[src/rtl/seq_sched_pkg.sv]
// Shared types and constants for the sequencer command scheduler.
//   sched_state_t : scheduler FSM states
//   SEQ_CMD_IDLE  : command ID the sequencer treats as "do nothing"
//   SEQ_LUT_W     : width of one sequencer LUT entry
package seq_sched_pkg;

    typedef enum logic [1:0] {
        IDLE,
        LUT_WR,
        ISSUE,
        RUN
    } sched_state_t;

    localparam logic [7:0] SEQ_CMD_IDLE = 8'h00;
    localparam int         SEQ_LUT_W    = 29;

endpackage

[src/rtl/sync_fifo.sv]
// Single-clock FIFO with occupancy count and registered full/empty flags.
// Ports:
//   clk, reset      : clock and synchronous active-high reset
//   push, push_data : write request; ignored while full (even with a pop)
//   pop             : read request; ignored while empty
//   head            : entry at the read pointer (valid while !empty)
//   count           : number of stored entries (registered)
//   full, empty     : registered occupancy flags
module sync_fifo #(
    parameter int WIDTH = 8,
    parameter int DEPTH = 8
) (
    input  logic                   clk,
    input  logic                   reset,
    input  logic                   push,
    input  logic [WIDTH-1:0]       push_data,
    input  logic                   pop,
    output logic [WIDTH-1:0]       head,
    output logic [$clog2(DEPTH):0] count,
    output logic                   full,
    output logic                   empty
);

    localparam int AW = $clog2(DEPTH);

    logic [WIDTH-1:0] mem [DEPTH];
    logic [AW-1:0]    wr_ptr_reg;
    logic [AW-1:0]    rd_ptr_reg;
    logic [AW:0]      count_reg;
    logic [AW:0]      count_next;
    logic             full_reg;
    logic             empty_reg;
    logic             do_push;
    logic             do_pop;

    assign do_push = push && !full_reg;
    assign do_pop  = pop && !empty_reg;

    always_comb begin
        count_next = count_reg;
        case ({do_push, do_pop})
            2'b10:   count_next = count_reg + (AW+1)'(1);
            2'b01:   count_next = count_reg - (AW+1)'(1);
            default: count_next = count_reg;
        endcase
    end

    // Storage has no reset; the pointers and count define what is valid.
    always_ff @(posedge clk) begin
        if (do_push) begin
            mem[wr_ptr_reg] <= push_data;
        end
    end

    // Pointers wrap naturally because DEPTH is a power of two.
    always_ff @(posedge clk) begin
        if (reset) begin
            wr_ptr_reg <= '0;
            rd_ptr_reg <= '0;
            count_reg  <= '0;
            full_reg   <= 1'b0;
            empty_reg  <= 1'b1;
        end else begin
            if (do_push) begin
                wr_ptr_reg <= wr_ptr_reg + AW'(1);
            end
            if (do_pop) begin
                rd_ptr_reg <= rd_ptr_reg + AW'(1);
            end
            count_reg <= count_next;
            full_reg  <= (count_next == (AW+1)'(DEPTH));
            empty_reg <= (count_next == '0);
        end
    end

    // Asynchronous head read; the consumer registers it before it leaves
    // the block, so the read still lands in a flop.
    assign head  = mem[rd_ptr_reg];
    assign count = count_reg;
    assign full  = full_reg;
    assign empty = empty_reg;

endmodule

[src/rtl/seq_cmd_scheduler.sv]
// Command scheduler and LUT-write arbiter in front of the sequencer.
// Host commands are queued and handed to the sequencer one at a time while it
// is idle; host LUT writes are slotted in between sequences and take priority
// over queued commands. A sticky flag records a sequencer that never started.
// Ports:
//   clk, reset                     : clock, synchronous active-high reset
//   cmd_valid_i/cmd_ready_o/cmd_id_i : host command queue input (ID 0 dropped)
//   lut_wr_valid_i/lut_wr_ready_o/lut_wr_data_i : host LUT write request,
//                                    ready is a one-cycle issue pulse
//   seq_command_id_o, seq_lut_*_o  : drive the sequencer command / LUT port
//   seq_busy_i, seq_done_i         : sequencer status
//   queue_count_o, active_o, done_count_o, timeout_err_o : status outputs
module seq_cmd_scheduler
    import seq_sched_pkg::*;
#(
    parameter int FIFO_DEPTH    = 8,
    parameter int CMD_W         = 8,
    parameter int LUT_W         = SEQ_LUT_W,
    parameter int START_TIMEOUT = 1024
) (
    input  logic                        clk,
    input  logic                        reset,
    input  logic                        cmd_valid_i,
    output logic                        cmd_ready_o,
    input  logic [CMD_W-1:0]            cmd_id_i,
    input  logic                        lut_wr_valid_i,
    output logic                        lut_wr_ready_o,
    input  logic [LUT_W-1:0]            lut_wr_data_i,
    output logic [CMD_W-1:0]            seq_command_id_o,
    output logic                        seq_lut_access_en_o,
    output logic                        seq_lut_rw_mode_o,
    output logic [LUT_W-1:0]            seq_lut_write_data_o,
    input  logic                        seq_busy_i,
    input  logic                        seq_done_i,
    output logic [$clog2(FIFO_DEPTH):0] queue_count_o,
    output logic                        active_o,
    output logic [15:0]                 done_count_o,
    output logic                        timeout_err_o
);

    localparam int TW = (START_TIMEOUT > 1) ? $clog2(START_TIMEOUT) : 1;

    sched_state_t state_reg, state_next;

    logic             fifo_push;
    logic             fifo_pop;
    logic [CMD_W-1:0] fifo_head;
    logic             fifo_full;
    logic             fifo_empty;

    logic [TW-1:0]    to_cnt_reg, to_cnt_next;
    logic             done_inc;
    logic             timeout_set;

    logic [CMD_W-1:0] seq_cmd_reg;
    logic             active_reg;
    logic             lut_wr_reg;
    logic [LUT_W-1:0] lut_data_reg;
    logic [15:0]      done_cnt_reg;
    logic             timeout_reg;

    // The idle command is acknowledged to the host but never queued.
    assign fifo_push = cmd_valid_i && !fifo_full &&
                       (cmd_id_i != CMD_W'(SEQ_CMD_IDLE));

    sync_fifo #(
        .WIDTH (CMD_W),
        .DEPTH (FIFO_DEPTH)
    ) u_cmd_fifo (
        .clk       (clk),
        .reset     (reset),
        .push      (fifo_push),
        .push_data (cmd_id_i),
        .pop       (fifo_pop),
        .head      (fifo_head),
        .count     (queue_count_o),
        .full      (fifo_full),
        .empty     (fifo_empty)
    );

    always_comb begin
        state_next  = state_reg;
        to_cnt_next = to_cnt_reg;
        fifo_pop    = 1'b0;
        done_inc    = 1'b0;
        timeout_set = 1'b0;
        case (state_reg)
            IDLE: begin
                // Counter is held at zero here so each ISSUE starts fresh.
                to_cnt_next = '0;
                if (lut_wr_valid_i && !seq_busy_i) begin
                    state_next = LUT_WR;
                end else if (!fifo_empty && !seq_busy_i) begin
                    state_next = ISSUE;
                end
            end
            LUT_WR: begin
                state_next = IDLE;
            end
            ISSUE: begin
                if (seq_busy_i) begin
                    fifo_pop   = 1'b1;
                    state_next = RUN;
                end else if (to_cnt_reg == TW'(START_TIMEOUT - 1)) begin
                    // Sequencer never picked it up: drop the command.
                    fifo_pop    = 1'b1;
                    timeout_set = 1'b1;
                    state_next  = IDLE;
                end else begin
                    to_cnt_next = to_cnt_reg + TW'(1);
                end
            end
            RUN: begin
                // RUN is only entered with busy high, so busy low here is
                // the falling edge; a coincident done pulse counts once.
                if (seq_done_i || !seq_busy_i) begin
                    done_inc   = 1'b1;
                    state_next = IDLE;
                end
            end
            default: begin
                state_next = IDLE;
            end
        endcase
    end

    // Outputs are decoded from the next state so they line up with the
    // state they describe rather than trailing it by a cycle.
    always_ff @(posedge clk) begin
        if (reset) begin
            state_reg    <= IDLE;
            to_cnt_reg   <= '0;
            seq_cmd_reg  <= '0;
            active_reg   <= 1'b0;
            lut_wr_reg   <= 1'b0;
            lut_data_reg <= '0;
            done_cnt_reg <= '0;
            timeout_reg  <= 1'b0;
        end else begin
            state_reg    <= state_next;
            to_cnt_reg   <= to_cnt_next;
            seq_cmd_reg  <= (state_next == ISSUE) ? fifo_head : '0;
            active_reg   <= (state_next == ISSUE) || (state_next == RUN);
            lut_wr_reg   <= (state_next == LUT_WR);
            lut_data_reg <= (state_next == LUT_WR) ? lut_wr_data_i : '0;
            if (done_inc) begin
                done_cnt_reg <= done_cnt_reg + 16'd1;
            end
            if (timeout_set) begin
                timeout_reg <= 1'b1;
            end
        end
    end

    assign cmd_ready_o          = !fifo_full;
    assign seq_command_id_o     = seq_cmd_reg;
    assign active_o             = active_reg;
    assign seq_lut_access_en_o  = lut_wr_reg;
    assign seq_lut_rw_mode_o    = lut_wr_reg;
    assign lut_wr_ready_o       = lut_wr_reg;
    assign seq_lut_write_data_o = lut_data_reg;
    assign done_count_o         = done_cnt_reg;
    assign timeout_err_o        = timeout_reg;

endmodule

[config.mk]
export PLATFORM = sky130hd
export DESIGN_NAME = seq_cmd_scheduler
export DESIGN_NICKNAME = d
export VERILOG_FILES = /design/src/rtl/seq_sched_pkg.sv /design/src/rtl/sync_fifo.sv /design/src/rtl/seq_cmd_scheduler.sv
export SDC_FILE = /design/constraint.sdc
export NUM_CORES = 1
export LEC_CHECK = 0
export ABC_AREA = 1
export BUFFER_PORTS_ARGS = -buffer_cell sky130_fd_sc_hd__buf_4
export CAP_MARGIN = 10
export CORE_MARGIN = 2
export CORE_UTILIZATION = 40
export CTS_CLUSTER_SIZE = 12
export DETAILED_ROUTE_END_ITERATION = 10
export PLACE_DENSITY_LB_ADDON = 0.3
export SKIP_CTS_REPAIR_TIMING = 1
export SLEW_MARGIN = 25
export SYNTH_ARGS = -nofsm -noshare
export SYNTH_HDL_FRONTEND = slang
export SYNTH_HIERARCHICAL = 1
export SYNTH_SLANG_ARGS = --single-unit
export TNS_END_PERCENT = 5
[constraint.sdc]
create_clock -name clk -period 3.3 [get_ports clk]
set_input_delay 0.33 -clock clk [delete_from_list [all_inputs] [get_ports clk]]
set_output_delay 0.33 -clock clk [all_outputs]
set_load 0.02 [all_outputs]
Word-level counts from Yosys, hierarchy flattened
Memories as Yosys holds them, arrays and structs flattened. A register that Yosys moved wholly into a read port is not among the register bits.
Index checks and enable logic that the tools add are counted.
{"block": "totals", "register_bits": 72, "mem_bits_rw": 64, "inputBits": 43, "out_inout_bits": 63, "mem_count": 1}
{"block": "op_classes", "add_sub_neg": 6, "eq_ne": 12, "n_mux": 19, "bitwise_logic": 2, "n_reduce_logical": 18}
{"name": "u_cmd_fifo.mem", "words": 8, "word_bits": 8, "rd": 1, "rd_ports_with_merged_regs": 1, "write_ports": 1, "line_no": "sync_fifo.sv:26", "source": "logic [WIDTH-1:0] mem [DEPTH];"}
{"operator": "$mux W10", "count": 2}
{"operator": "$pmux W10 S2", "count": 1}
{"operator": "$add A16 B1 Y16 const B", "count": 1}
{"operator": "$add A10 B1 Y10 const B", "count": 1}
{"operator": "$eq A10 B10 Y1 const B", "count": 1}
{"operator": "$eq A2 B2 Y1 const B", "count": 5}
{"operator": "$mux W2", "count": 5}
{"operator": "$mux W1", "count": 9}
{"operator": "$pmux W2 S4", "count": 1}
{"operator": "$pmux W4 S2", "count": 1}
{"operator": "$reduce_bool A8 Y1", "count": 1}
{"operator": "$add A3 B1 Y3 const B", "count": 2}
{"operator": "$eq A2 B1 Y1 const B", "count": 3}
{"operator": "$logic_and A1 B1 Y1", "count": 6}
{"operator": "$add A4 B1 Y4 const B", "count": 1}
{"operator": "$eq A4 B4 Y1 const B", "count": 1}
{"operator": "$logic_not A4 Y1", "count": 1}
{"operator": "$ne A2 B2 Y1 const B", "count": 2}
{"operator": "$reduce_or A2 Y1", "count": 2}
{"operator": "$sub A4 B1 Y4 const B", "count": 1}
{"operator": "$logic_not A1 Y1", "count": 3}
{"operator": "$reduce_and A3 Y1", "count": 1}
{"operator": "$logic_not A2 Y1", "count": 1}
{"operator": "$logic_or A1 B1 Y1", "count": 2}
{"operator": "other kinds (2)", "count": 3}

Logic depth before layout (Yosys ltp)
Gate-level depths: netlist of the first run.
{"block": "depth", "ltp_word": 8, "ltp_mapped": 22, "depth_no_buf": 22}

Modules after synthesis
The synthesis of the first run kept the hierarchy.
{"mod": "sync_fifo", "instances": 1, "cells_each": 292, "area_per_inst_um2": 3266.9, "seq_area_each_um2": 2222.1}
{"mod": "seq_cmd_scheduler", "instances": 1, "cells_each": 392, "area_per_inst_um2": 2837.7, "seq_area_each_um2": 1361.3}

Worst setup path before layout of the first run
Ideal clock, no wire load.
{"block": "synth_path", "path_kind": "register to register", "from": "reg to_cnt_reg[0]", "to": "reg u_cmd_fifo.empty_reg, in the netlist u_cmd_fifo/empty", "arrival_time_ns": 2.430, "required_time_ns": 3.230, "slack_ns": 0.800, "stages_incl_launch_ff": 20, "path_buffers": 0, "synth_period_minus_slack_ns": 2.500, "cell_sequence": "dfxtp_1 > ha_1 > inv_1 > nor2_4 > nand3_4 > nand2_4 > nand2_4 > inv_1 > inv_2 > nor2_8 > nand3_2 > nand2_1 > inv_1 > ha_1 > o21ai_0 > nand2_1 > nand3b_2 > nand2_1 > inv_1 > a21oi_1"}
{"block": "synth_between", "elab_chain_len": 8}
{"element": "from (decl)", "line_no": "seq_cmd_scheduler.sv:51", "source": "logic [TW-1:0] to_cnt_reg, to_cnt_next;"}
{"element": "from (signal assigned)", "line_no": "seq_cmd_scheduler.sv:141", "source": "to_cnt_reg <= to_cnt_next;"}
{"element": "$eq A10 B10 Y1 (*)", "line_no": "seq_cmd_scheduler.sv:104", "source": "end else if (to_cnt_reg == TW'(START_TIMEOUT - 1)) begin"}
{"element": "$mux W1 (*)", "line_no": "seq_cmd_scheduler.sv:104"}
{"element": "$mux W1 (*)", "line_no": "seq_cmd_scheduler.sv:101", "source": "if (seq_busy_i) begin"}
{"element": "$mux W1 (*)", "line_no": "seq_cmd_scheduler.sv:87", "source": "case (state_reg)"}
{"element": "net fifo_pop", "line_no": "seq_cmd_scheduler.sv:46", "source": "logic fifo_pop;"}
{"element": "$logic_and A1 B1 Y1 (*)", "line_no": "sync_fifo.sv:37", "source": "assign do_pop = pop && !empty_reg;"}
{"element": "$eq A2 B1 Y1 or $eq A2 B2 Y1 (tied branches)", "line_no": "sync_fifo.sv:41", "source": "case ({do_push, do_pop})"}
{"element": "$pmux W4 S2 (*)", "line_no": "sync_fifo.sv:41"}
{"element": "$logic_not A4 Y1 (*)", "line_no": "sync_fifo.sv:72", "source": "empty_reg <= (count_next == '0);"}
{"element": "to (signal assigned)", "line_no": "sync_fifo.sv:72"}
{"element": "to (decl)", "line_no": "sync_fifo.sv:32", "source": "logic empty_reg;"}
Mark *: on every way through the listed nets, which the timed path passes. The rest lies on a longest branch.
A chain may end at the register's enable or synchronous reset.

Worst setup path after layout of the first run
Same ends and word-level chain as after synthesis.

==> run summary, run 1 <==
Critical Path Sink Type - flop
Top reg by flops - u_cmd_fifo/mem
Fillers - 1380
Post-Route WL - 13100 µm
IO buf count - 105
Antenna Nets Post-Route - 0
# rows - 45
Starting Density - 40.61%
Hold path cells - 3
Worst-Skew Late Latency - 0.42 ns
Drt pass-1 iters - 4
Tot GR Track Use - 16.60%
Crit path cell chain - ha_1 -> inv_1 -> nor2_4 -> nand3_4 -> nand2_4 -> nand2_4 -> inv_1 -> inv_2 -> nor2_8 -> nand3_2 -> nand2_1 -> inv_1 -> ha_1 -> o21ai_0 -> nand2_1 -> nand3b_2 -> nand2_1 -> inv_1 -> a21oi_1
Placed cell count - 971
Core area - 15030 µm²
Max_cap viols - 0
DP Wirelength - 8663 µm
Final hold violations - 0
Leakage power - 3.285 nW
Yosys warns - 6
Max Buffers Root-to-Sink - 2
Share of layout cells above drive strength 1 - 23.19%
Seq cells post-synth - 147
Post-route DRC violation count - 0
Clk slew on worst S/H paths - 0.06 ns
Top FF cell, synth - dfxtp_1
Seq/Total Area, Yosys - 58.70%
GRT overflow - 0
Synth Net Count - 733
Most common cell in the netlist - nor2_1
Diode count - 0
Largest area contributor in the netlist - edfxtp_1
RSZ-0062 raised after global routing - false
Area grow syn2layout - 26.56%
Critical path's slowest cell - dfxtp_1
Total die area - 16270 µm²
CTS tree - yes
Worst stage delay on the critical path - 0.39 ns
WP data required - 3.65 ns
Final setup viols - 0
Non-Filler Instances - 1003
Synth cell count leaders - nor2_1 (150), inv_1 (95), nand2_1 (95)
Critical Path AT - 3.13 ns
CTS Buf Count - 17
Netlist Area Pre-Place - 6105 µm²
Yosys cell types - 34
H-tree depth - 4
Clock Sinks - 147
Top cells by area, synth - edfxtp_1 (31%), dfxtp_1 (27%), nor2_1 (9.2%)
Total Neg Setup Slack - 0 ns
Setup CP Type - reg2reg
Synth Instances - 684
Fmax achieved - 360.1 MHz
Power Density - 573.6 nW/µm²
Initial antenna violation count - 0
Hold Crit Class - in2reg
Max-slew violations - 0
Hold wc startpoint - lut_wr_data_i[20]
Clock skew - 0.009595 ns
Mean Syn Cell Area - 8.925 µm²
Period utilization - 84.16%
Final min period - 2.777 ns
WL per Instance - 13.06 µm
Peak supply drop - 0.4077 mV
CTS Root Cell - clkbuf_16
Area share of the largest cell type after synthesis - 31.48%
Outcome - finished, final reports clean
Slew @ Worst Pin - 0.6018 ns
Global-route wire length before repair - 21020 µm
Fin nets - 851
R2r endpoint - u_cmd_fifo/empty$_SDFF_PP1_
I/O Pins - 106
Hold endpoint - seq_lut_write_data_o[20]$_SDFF_PP0_
Setup slack, reg-to-reg - 0.52 ns
Gpl congestion - 0.8028
Worst Path Max Fanout - 9
Most used cell, CP - inv_1
Reg2reg start - to_cnt_reg[0]$_SDFFE_PP0P_
Post-synth EDFFs - 64
Buf/Inv on CP - 5
Chip Width - 127.5 µm
Relative slew margins - 59.84%
CP startpoint - to_cnt_reg[0]$_SDFFE_PP0P_
CP Launch Type - flop
Die Y-Extent - 127.5 µm
FFs w/ async S/R, synth - 0%
Via-per-instance ratio - 4.663
Largest register FFs - 64
Largest net degree at the start of global routing - 34
Number of global-route vias before repair - 4368
Vias - 4677
Top cell family by delay on the critical path - simple AND/OR/NAND/NOR gates
Cells on worst reg2reg path - 19
Drt initial violations - 363
-- per-stage QoR --
step,util [%],hold slack (ns),power [mW],instance area [µm²],setup slack (ns)
floorplan,-,0.3991,2.350,6105,0.8000
finish,51.39,0.1212,4.432,7726,0.5227
detailed placement,47.41,0.4717,2.533,7127,0.5585
CTS,51.39,0.09845,4.487,7726,0.5307
global placement,47.41,0.4561,2.529,7127,0.5978
global route,51.39,0.1054,4.623,7726,0.2373
-- cell usage in the layout, fill, tap and decap left out, types with 6 or more instances in the layout --
| cell type | n |
|---|---|
| a21oi_1 | 29 |
| a31oi_1 | 8 |
| buf_4 | 116 |
| clkbuf_16 | 17 |
| dfxtp_1 | 83 |
| edfxtp_1 | 64 |
| ha_1 | 6 |
| inv_1 | 95 |
| nand2_1 | 95 |
| nand2_2 | 6 |
| nand2_4 | 6 |
| nand3_1 | 21 |
| nand3_2 | 7 |
| nand4_1 | 6 |
| nor2_1 | 150 |
| nor2_2 | 6 |
| o21ai_0 | 31 |
| o21ai_1 | 15 |
| o22ai_1 | 8 |
-- per-layer routing --
metal	GRT usage, %	wire length (µm)	up-vias	part of all wire [%]
li1	-	-	2439	-
met1	20.26	5810	2144	44
met3	4.983	484	11	3.7
met4	5.301	171	0	1.3
met2	28.25	6631	83	51
met5	0	0	-	0
-- logic make-up after synthesis --
group | after synthesis | share of synthesized area, %
buffers and inverters | 117 | 7.522
XOR/XNOR | 6 | 0.8610
AO/OA/AOI/OAI | 98 | 8.793
flip-flops | 147 | 58.70
AND/OR/NAND/NOR | 310 | 22.89
adder cells (fa/ha/maj) | 6 | 1.230
-- where the power goes --
part / switching (mW) / internal, mW / leakage, nW
sequential: 0.0449 / 1.98 / 1.25
combinational: 0.287 / 0.175 / 1.74
clock: 0.804 / 1.14 / 0.292
total: 1.14 / 3.30 / 3.29
-- tightest hold or removal path: cells and delay by family --
family                 cells  cell delay (ns)
AND/OR/NAND/NOR            1             0.08
buffers and inverters      2             0.11
-- how the worst max path moves through the flow --
stage / endpoint / slack, ns / cells after the start
2_1_floorplan: u_cmd_fifo/empty$_SDFF_PP1_ / 0.80 / 19
3_3_place_gp: u_cmd_fifo/empty$_SDFF_PP1_ / 0.60 / 19
3_5_place_dp: u_cmd_fifo/empty$_SDFF_PP1_ / 0.56 / 19
4_1_cts: u_cmd_fifo/empty$_SDFF_PP1_ / 0.53 / 19
5_1_grt: u_cmd_fifo/empty$_SDFF_PP1_ / 0.24 / 19
6_report: u_cmd_fifo/empty$_SDFF_PP1_ / 0.52 / 19
-- cell type report --
cell class                      instances  area, µm²  area share, %
Sequential cell                       147       3583          46.38
Timing Repair Buffer                  116      870.8          11.27
Tap cell                              188      235.2          3.045
Clock inverter                         15      173.9          2.251
Inverter                              100      375.4          4.858
Clock buffer                           17      425.4          5.506
Multi-Input combinational cell        420       2062          26.69
No activity file was read; power rests on OpenSTA's default activity.
==> inputs of run 2 (changes only) <==
==> constraint.sdc (replaced) <==
create_clock -name clk -period 2.87 [get_ports clk]
set_input_delay 0.287 -clock clk [delete_from_list [all_inputs] [get_ports clk]]
set_output_delay 0.287 -clock clk [all_outputs]
set_load 0.02 [all_outputs]
==> run 2 against run 1 <==
Global-route usage down 0.079 points. Die area unchanged. Wire length up 0.95%. First-iteration DRC count down 28%. Core utilization up 0.53 points. Non-clock buffer count up 3. Combinational power up 16%. Highest routed layer unchanged.
==> run summary, run 2 (synthesis results as in run 1) <==
Most used cell, CP - inv_1
Max Buffers Root-to-Sink - 2 (unchanged)
I/O Pins - 106 (unchanged)
Slew @ Worst Pin - 0.5788 ns (-0.02299 ns)
Fillers - 1395 (+1.1%)
Largest net degree at the start of global routing - 33 (-2.9%)
CTS Root Cell - clkbuf_16
WL per Instance - 13.15 µm (+0.65%)
Area of the multi-input gates - 2074 µm² (+0.61%)
CTS Buf Count - 17 (unchanged)
Critical path's slowest cell - dfxtp_1
Crit path cell chain - ha_4 -> inv_1 -> nor2_4 -> nand3_4 -> nand2_4 -> nand2_4 -> inv_1 -> inv_2 -> nor2_8 -> nand3_2 -> nand2_1 -> inv_1 -> ha_1 -> o21ai_1 -> nand2_1 -> nand3b_2 -> nand2_1 -> inv_1 -> a21oi_1
Total die area - 16270 µm² (unchanged)
WP data required - 3.22 ns (-0.43 ns)
Area grow syn2layout - 27.87%
RSZ-0062 raised after global routing - false
Tot GR Track Use - 16.52% (-0.079 points)
Die Y-Extent - 127.5 µm (unchanged)
Drt initial violations - 261 (-28%)
Largest register FFs - 64 (unchanged)
Vias - 4715 (+0.81%)
Clock skew - 0.006876 ns (-0.002718 ns)
Fin nets - 854 (+0.35%)
Worst Path Max Fanout - 9 (unchanged)
IO buf count - 105 (unchanged)
Gpl congestion - 0.7926 (-1.3%)
Final hold violations - 0 (unchanged)
Register Area - 3585 µm² (about the same)
Post-Route WL - 13220 µm (+0.95%)
Critical Path AT - 2.95 ns (-0.18 ns)
Peak supply drop - 0.4833 mV (+19%)
Outcome - finished, final reports clean
Fmax achieved - 384.3 MHz (+6.7%)
Starting Density - 40.61% (unchanged)
Core area - 15030 µm² (unchanged)
Final min period - 2.602 ns (-0.1751 ns)
Max-slew violations - 0 (unchanged)
Top cell family by delay on the critical path - simple AND/OR/NAND/NOR gates
Placed cell count - 974 (+0.31%)
Initial antenna violation count - 0 (unchanged)
Final setup viols - 0 (unchanged)
Clock Sinks - 147 (unchanged)
Relative slew margins - 61.37% (+1.5 points)
Power Density - 673.4 nW/µm² (+17%)
Via-per-instance ratio - 4.687 (+0.51%)
GRT overflow - 0 (unchanged)
Global-route wire length before repair - 20730 µm (-1.4%)
Number of global-route vias before repair - 4227 (-3.2%)
Antenna Nets Post-Route - 0 (unchanged)
Worst-Skew Late Latency - 0.42 ns (about the same)
Diode count - 0 (unchanged)
DP Wirelength - 8895 µm (+2.7%)
Drt pass-1 iters - 5 (+1)
Non-Filler Instances - 1006 (+0.30%)
Final core occ - 51.93% (+0.53 points)
Commonest cells after routing, fill and taps aside - nor2_1 (150), buf_4 (119), inv_1 (95), nand2_1 (95), dfxtp_1 (82)
Hold Crit Class - in2reg
Leakage power - 3.320 nW (+1.1%)
CTS tree - yes
Buf/Inv on CP - 5 (unchanged)
CP Launch Type - flop
Chip Width - 127.5 µm (unchanged)
Worst stage delay on the critical path - 0.38 ns (about the same)
Commonest non-fill, non-tap cell in the layout - nor2_1
Share of layout cells above drive strength 1 - 23.72% (+0.53 points)
# rows - 45 (unchanged)
Total Neg Setup Slack - 0 ns (unchanged)
H-tree depth - 4 (unchanged)
Clk slew on worst S/H paths - 0.06 ns (about the same)
Cells on worst reg2reg path - 19 (unchanged)
Max_cap viols - 0 (unchanged)
Post-route DRC violation count - 0 (unchanged)
Hold path cells - 3 (unchanged)
WP depth - 19 (unchanged)
Critical Path Sink Type - flop
Setup CP Type - reg2reg
Top reg by flops - u_cmd_fifo/mem
Period utilization - 90.67% (+6.5 points)
==> run 2: cell count changes in the layout (fill, tap and decap cells not counted), sizes merged <==
cell | previous run | this run
inv | 107 | 102
buf | 116 | 119
clkbuf | 17 | 20
bufinv | 2 | 4
==> run 2: tightest hold or removal path, stage by stage <==
cell and delay [ns]:
buf_4 0.07, inv_1 0.03, nor2_1 0.07
==> run 2: worst paths after layout <==
kind / startpoint / endpoint / slack [ns]
max reg2reg: to_cnt_reg[0]$_SDFFE_PP0P_ / u_cmd_fifo/empty$_SDFF_PP1_ / 0.27
min: lut_wr_data_i[12] / seq_lut_write_data_o[12]$_SDFF_PP0_ / 0.08
max: to_cnt_reg[0]$_SDFFE_PP0P_ / u_cmd_fifo/empty$_SDFF_PP1_ / 0.27
min reg2reg: u_cmd_fifo/rd_ptr_reg[2]$_SDFFE_PP0P_ / u_cmd_fifo/rd_ptr_reg[2]$_SDFFE_PP0P_ / 0.47
==> run 2: cell type report <==
| type | instances | share of cell area [%] |
|---|---|---|
| inverter | 100 | 4.808 |
| clock buffer | 20 | 5.979 |
| sequential | 147 | 45.92 |
| multi-input combinational | 420 | 26.57 |
| timing repair buffer | 119 | 11.44 |
| clock inverter | 12 | 2.260 |
| tap | 188 | 3.013 |
==> run 2: per-stage QoR <==
stage	cell area, µm²	hold WS (ns)	setup slack (ns)	power, mW
after CTS	7792	0.06375	0.08227	5.317
after floorplan	6105	0.3561	0.3700	2.702
after global placement	7149	0.4598	0.1838	2.910
after global routing	7806	0.06399	0.02850	5.468
after detailed placement	7149	0.4636	0.09696	2.915
final	7806	0.08412	0.2678	5.257
==> run 2: report_power, final <==
part | total (mW) | leakage [nW] | switching [mW] | internal, mW
Combinational | 0.537 | 1.75 | 0.332 | 0.204
Sequential | 2.33 | 1.25 | 0.0510 | 2.28
Clock | 2.39 | 0.313 | 0.861 | 1.53
Total | 5.26 | 3.32 | 1.24 | 4.01
==> run 2: routing by layer <==
layer / global-route usage (%) / routed length (µm) / vias to the layer above
li1: - / - / 2445
met1: 20.45 / 5860 / 2168
met2: 27.62 / 6705 / 89
met3: 5.025 / 504 / 13
met4: 5.495 / 154 / 0
met5: 0 / 0 / -
==> inputs of run 3 (changes only) <==
--- a/config.mk
+++ b/config.mk
@@ -5,9 +5,8 @@
 export SDC_FILE = /design/constraint.sdc
 export NUM_CORES = 1
 export LEC_CHECK = 0
-export ABC_AREA = 1
 export BUFFER_PORTS_ARGS = -buffer_cell sky130_fd_sc_hd__buf_4
-export CAP_MARGIN = 10
+export CAP_MARGIN = 20
 export CORE_MARGIN = 2
 export CORE_UTILIZATION = 40
 export CTS_CLUSTER_SIZE = 12
==> run 3 against run 2 <==
Non-clock buffer count rose by 4. Critical path depth down 5. Global-route usage barely moved. Largest cell class unchanged. Synthesized area is 7.2% lower. Highest routed layer unchanged. Clock skew increased by 0.0019 ns. Clock power grew 4%. Die area decreased by 7.0%. Power decreased by 4.7%. Worst setup slack lost 0.073 ns. Count of clock-buffer cells in the layout fell by 1. Design area decreased by 5.6%.
==> run summary, run 3 <==
Register Area - 3585 µm² (unchanged)
Via-per-instance ratio - 5.093 (+8.7%)
Placement Setup Slack - 0.07002 ns (-0.02694 ns)
Yosys warns - 6 (unchanged)
Max_cap viols - 0 (unchanged)
Total Neg Setup Slack - 0 ns (unchanged)
Period utilization - 93.21% (+2.5 points)
Hold Crit Class - in2reg
Max Buffers Root-to-Sink - 2 (unchanged)
Largest register FFs - 64 (unchanged)
Setup slack, reg-to-reg - 0.19 ns (-0.07 ns)
Post-route DRC violation count - 0 (unchanged)
Drt initial violations - 169 (-35%)
Max-slew violations - 0 (unchanged)
Initial antenna violation count - 0 (unchanged)
Synth cell count leaders - dfxtp_1 (83), edfxtp_1 (64), and2_1 (37)
Core area - 13880 µm² (-7.7%)
Diode count - 0 (unchanged)
Seq cells post-synth - 147 (unchanged)
Top cells by area, synth - edfxtp_1 (34%), dfxtp_1 (29%), mux4_2 (6.4%)
Outcome - finished, final reports clean
GRT overflow - 0 (unchanged)
Netlist Area Pre-Place - 5664 µm² (-7.2%)
FFs w/ async S/R, synth - 0% (unchanged)
I/O Pins - 106 (unchanged)
# rows - 43 (-4.4%)
Buf/Inv on CP - 1 (-4)
Relative slew margins - 44.08% (-17 points)
Final min period - 2.675 ns (+0.07303 ns)
Leakage power - 2.756 nW (-17%)
Slew @ Worst Pin - 0.8377 ns (+0.2589 ns)
Peak supply drop - 0.5545 mV (+15%)
Tot GR Track Use - 16.49% (-0.036 points)
IO buf count - 105 (unchanged)
Clock skew - 0.008789 ns (+0.001913 ns)
Most used cell, CP - xnor2_1
CTS Root Cell - clkbuf_16
Total die area - 15130 µm² (-7.0%)
Antenna Nets Post-Route - 0 (unchanged)
Top reg by flops - u_cmd_fifo/mem
WP data required - 3.21 ns (about the same)
Synth Instances - 437 (-36%)
Die Y-Extent - 123.0 µm (-3.6%)
Critical Path AT - 3.01 ns (+0.06 ns)
Yosys cell types - 56 (+65%)
Clk slew on worst S/H paths - 0.06 ns (about the same)
Fmax achieved - 373.8 MHz (-2.7%)
Area of the multi-input gates - 1943 µm² (-6.3%)
Hold slack final - 0.05720 ns (-0.02693 ns)
Crit path cell chain - ha_2 -> nand3_2 -> nor3_2 -> o21a_1 -> nand2b_2 -> clkinvlp_4 -> nand2_1 -> xnor2_1 -> ha_1 -> a21oi_1 -> a21boi_1 -> nor3_1 -> xnor2_1 -> nor4bb_2
Top cell family by delay on the critical path - simple AND/OR/NAND/NOR gates
Top FF cell, synth - dfxtp_1
Global-route wire length before repair - 18640 µm (-10%)
Final hold violations - 0 (unchanged)
Most common cell in the netlist - dfxtp_1
CTS Buf Count - 17 (unchanged)
CP Launch Type - flop
Post-Route WL - 11770 µm (-11%)
Vias - 3815 (-19%)
Clock Sinks - 147 (unchanged)
Gpl congestion - 0.8027 (+1.3%)
Fillers - 1202 (-14%)
H-tree depth - 4 (unchanged)
Commonest cells after routing, fill and taps aside - buf_4 (123), dfxtp_1 (82), edfxtp_1 (64)
WL per Instance - 15.71 µm (+20%)
Synth Net Count - 486 (-34%)
Area grow syn2layout - 30.06%
Power Density - 680.1 nW/µm² (+0.99%)
Commonest non-fill, non-tap cell in the layout - buf_4
Worst Path Max Fanout - 6 (-3)
Critical Path Sink Type - flop
Number of global-route vias before repair - 3727 (-12%)
Chip Width - 123.0 µm (-3.6%)
DP Wirelength - 7705 µm (-13%)
Final worst setup slack - 0.1948 ns (-0.07303 ns)
Drt pass-1 iters - 4 (-1)
Seq/Total Area, Yosys - 63.26% (+4.6 points)
CTS tree - yes
Worst-Skew Late Latency - 0.42 ns (about the same)
Post-synth EDFFs - 64 (unchanged)
Final setup viols - 0 (unchanged)
Largest area contributor in the netlist - edfxtp_1
Mean Syn Cell Area - 12.96 µm² (+45%)
Starting Density - 40.81% (+0.20 points)
Share of layout cells above drive strength 1 - 33.92% (+10 points)
Fin nets - 605 (-29%)
Worst stage delay on the critical path - 0.37 ns (about the same)
Largest net degree at the start of global routing - 44 (+33%)
Area share of the largest cell type after synthesis - 33.93% (+2.4 points)
Critical path's slowest cell - dfxtp_1
Setup CP Type - reg2reg
-- run 3: cell families (layout without fill, tap and decap cells) --
family,after synthesis,in the layout,share of synthesized area [%]
adders and majority gates,6,6,1.325
muxes,27,27,8.593
DFF,147,147,63.26
and+or+nand+nor,162,162,16.17
buffers and inverters,29,161,2.761
AOI/OAI and AO/OA,51,51,5.567
xor gates and xnor gates,15,15,2.319
-- run 3: cell type report --
type / count / share of cell area, %
clock buffer: 19 / 5.876
sequential: 147 / 48.66
timing repair buffer: 123 / 12.53
clock inverter: 13 / 3.142
tap: 180 / 3.057
inverter: 6 / 0.3567
multi-input combinational: 261 / 26.38
-- run 3: power breakdown --
group / switching [mW] / internal (mW) / total, mW
sequential: 0.0250 / 2.23 / 2.26
combinational: 0.138 / 0.129 / 0.267
clock: 0.854 / 1.63 / 2.48
total: 1.02 / 3.99 / 5.01
-- run 3: through the flow --
stage                     util (%)  power (mW)  std cells  cell area [µm²]
after detailed placement     47.90       2.569        713             6649
final                        53.07       5.010        749             7367
after global routing         53.07       5.177        749             7367
after global placement       47.90       2.561        713             6649
after CTS                    52.69       5.059        745             7313
after floorplan                  -       2.443        437             5664
-- run 3: path summary, 6_finish.rpt --
kind                                                       startpoint                                    end  cells past startpoint
worst min register to register  u_cmd_fifo/rd_ptr_reg[1]$_SDFFE_PP0P_  u_cmd_fifo/rd_ptr_reg[1]$_SDFFE_PP0P_                      2
worst max-delay path                       to_cnt_reg[1]$_SDFFE_PP0P_             u_cmd_fifo/full$_SDFF_PP0_                     14
worst min-delay path                                lut_wr_data_i[25]    seq_lut_write_data_o[25]$_SDFF_PP0_                      2
worst max register to register             to_cnt_reg[1]$_SDFFE_PP0P_             u_cmd_fifo/full$_SDFF_PP0_                     14
-- run 3: worst register-to-register path: cells and delay by family, from the launching register on --
family          cells  cell delay, ns
simple gates        6            0.80
compound gates      3            0.48
fa+ha+maj           2            0.42
xor+xnor            2            0.39
flops               1            0.37
buf+inv             1            0.13
-- run 3: per-layer routing --
layer	track usage [%]	wire length [µm]	share of wire (%)	vias up
li1	-	-	-	1832
met1	19.72	5102	43	1855
met2	25.79	5511	47	112
met3	7.795	987	8.4	16
met4	6.463	165	1.4	0
met5	0	0	0	-
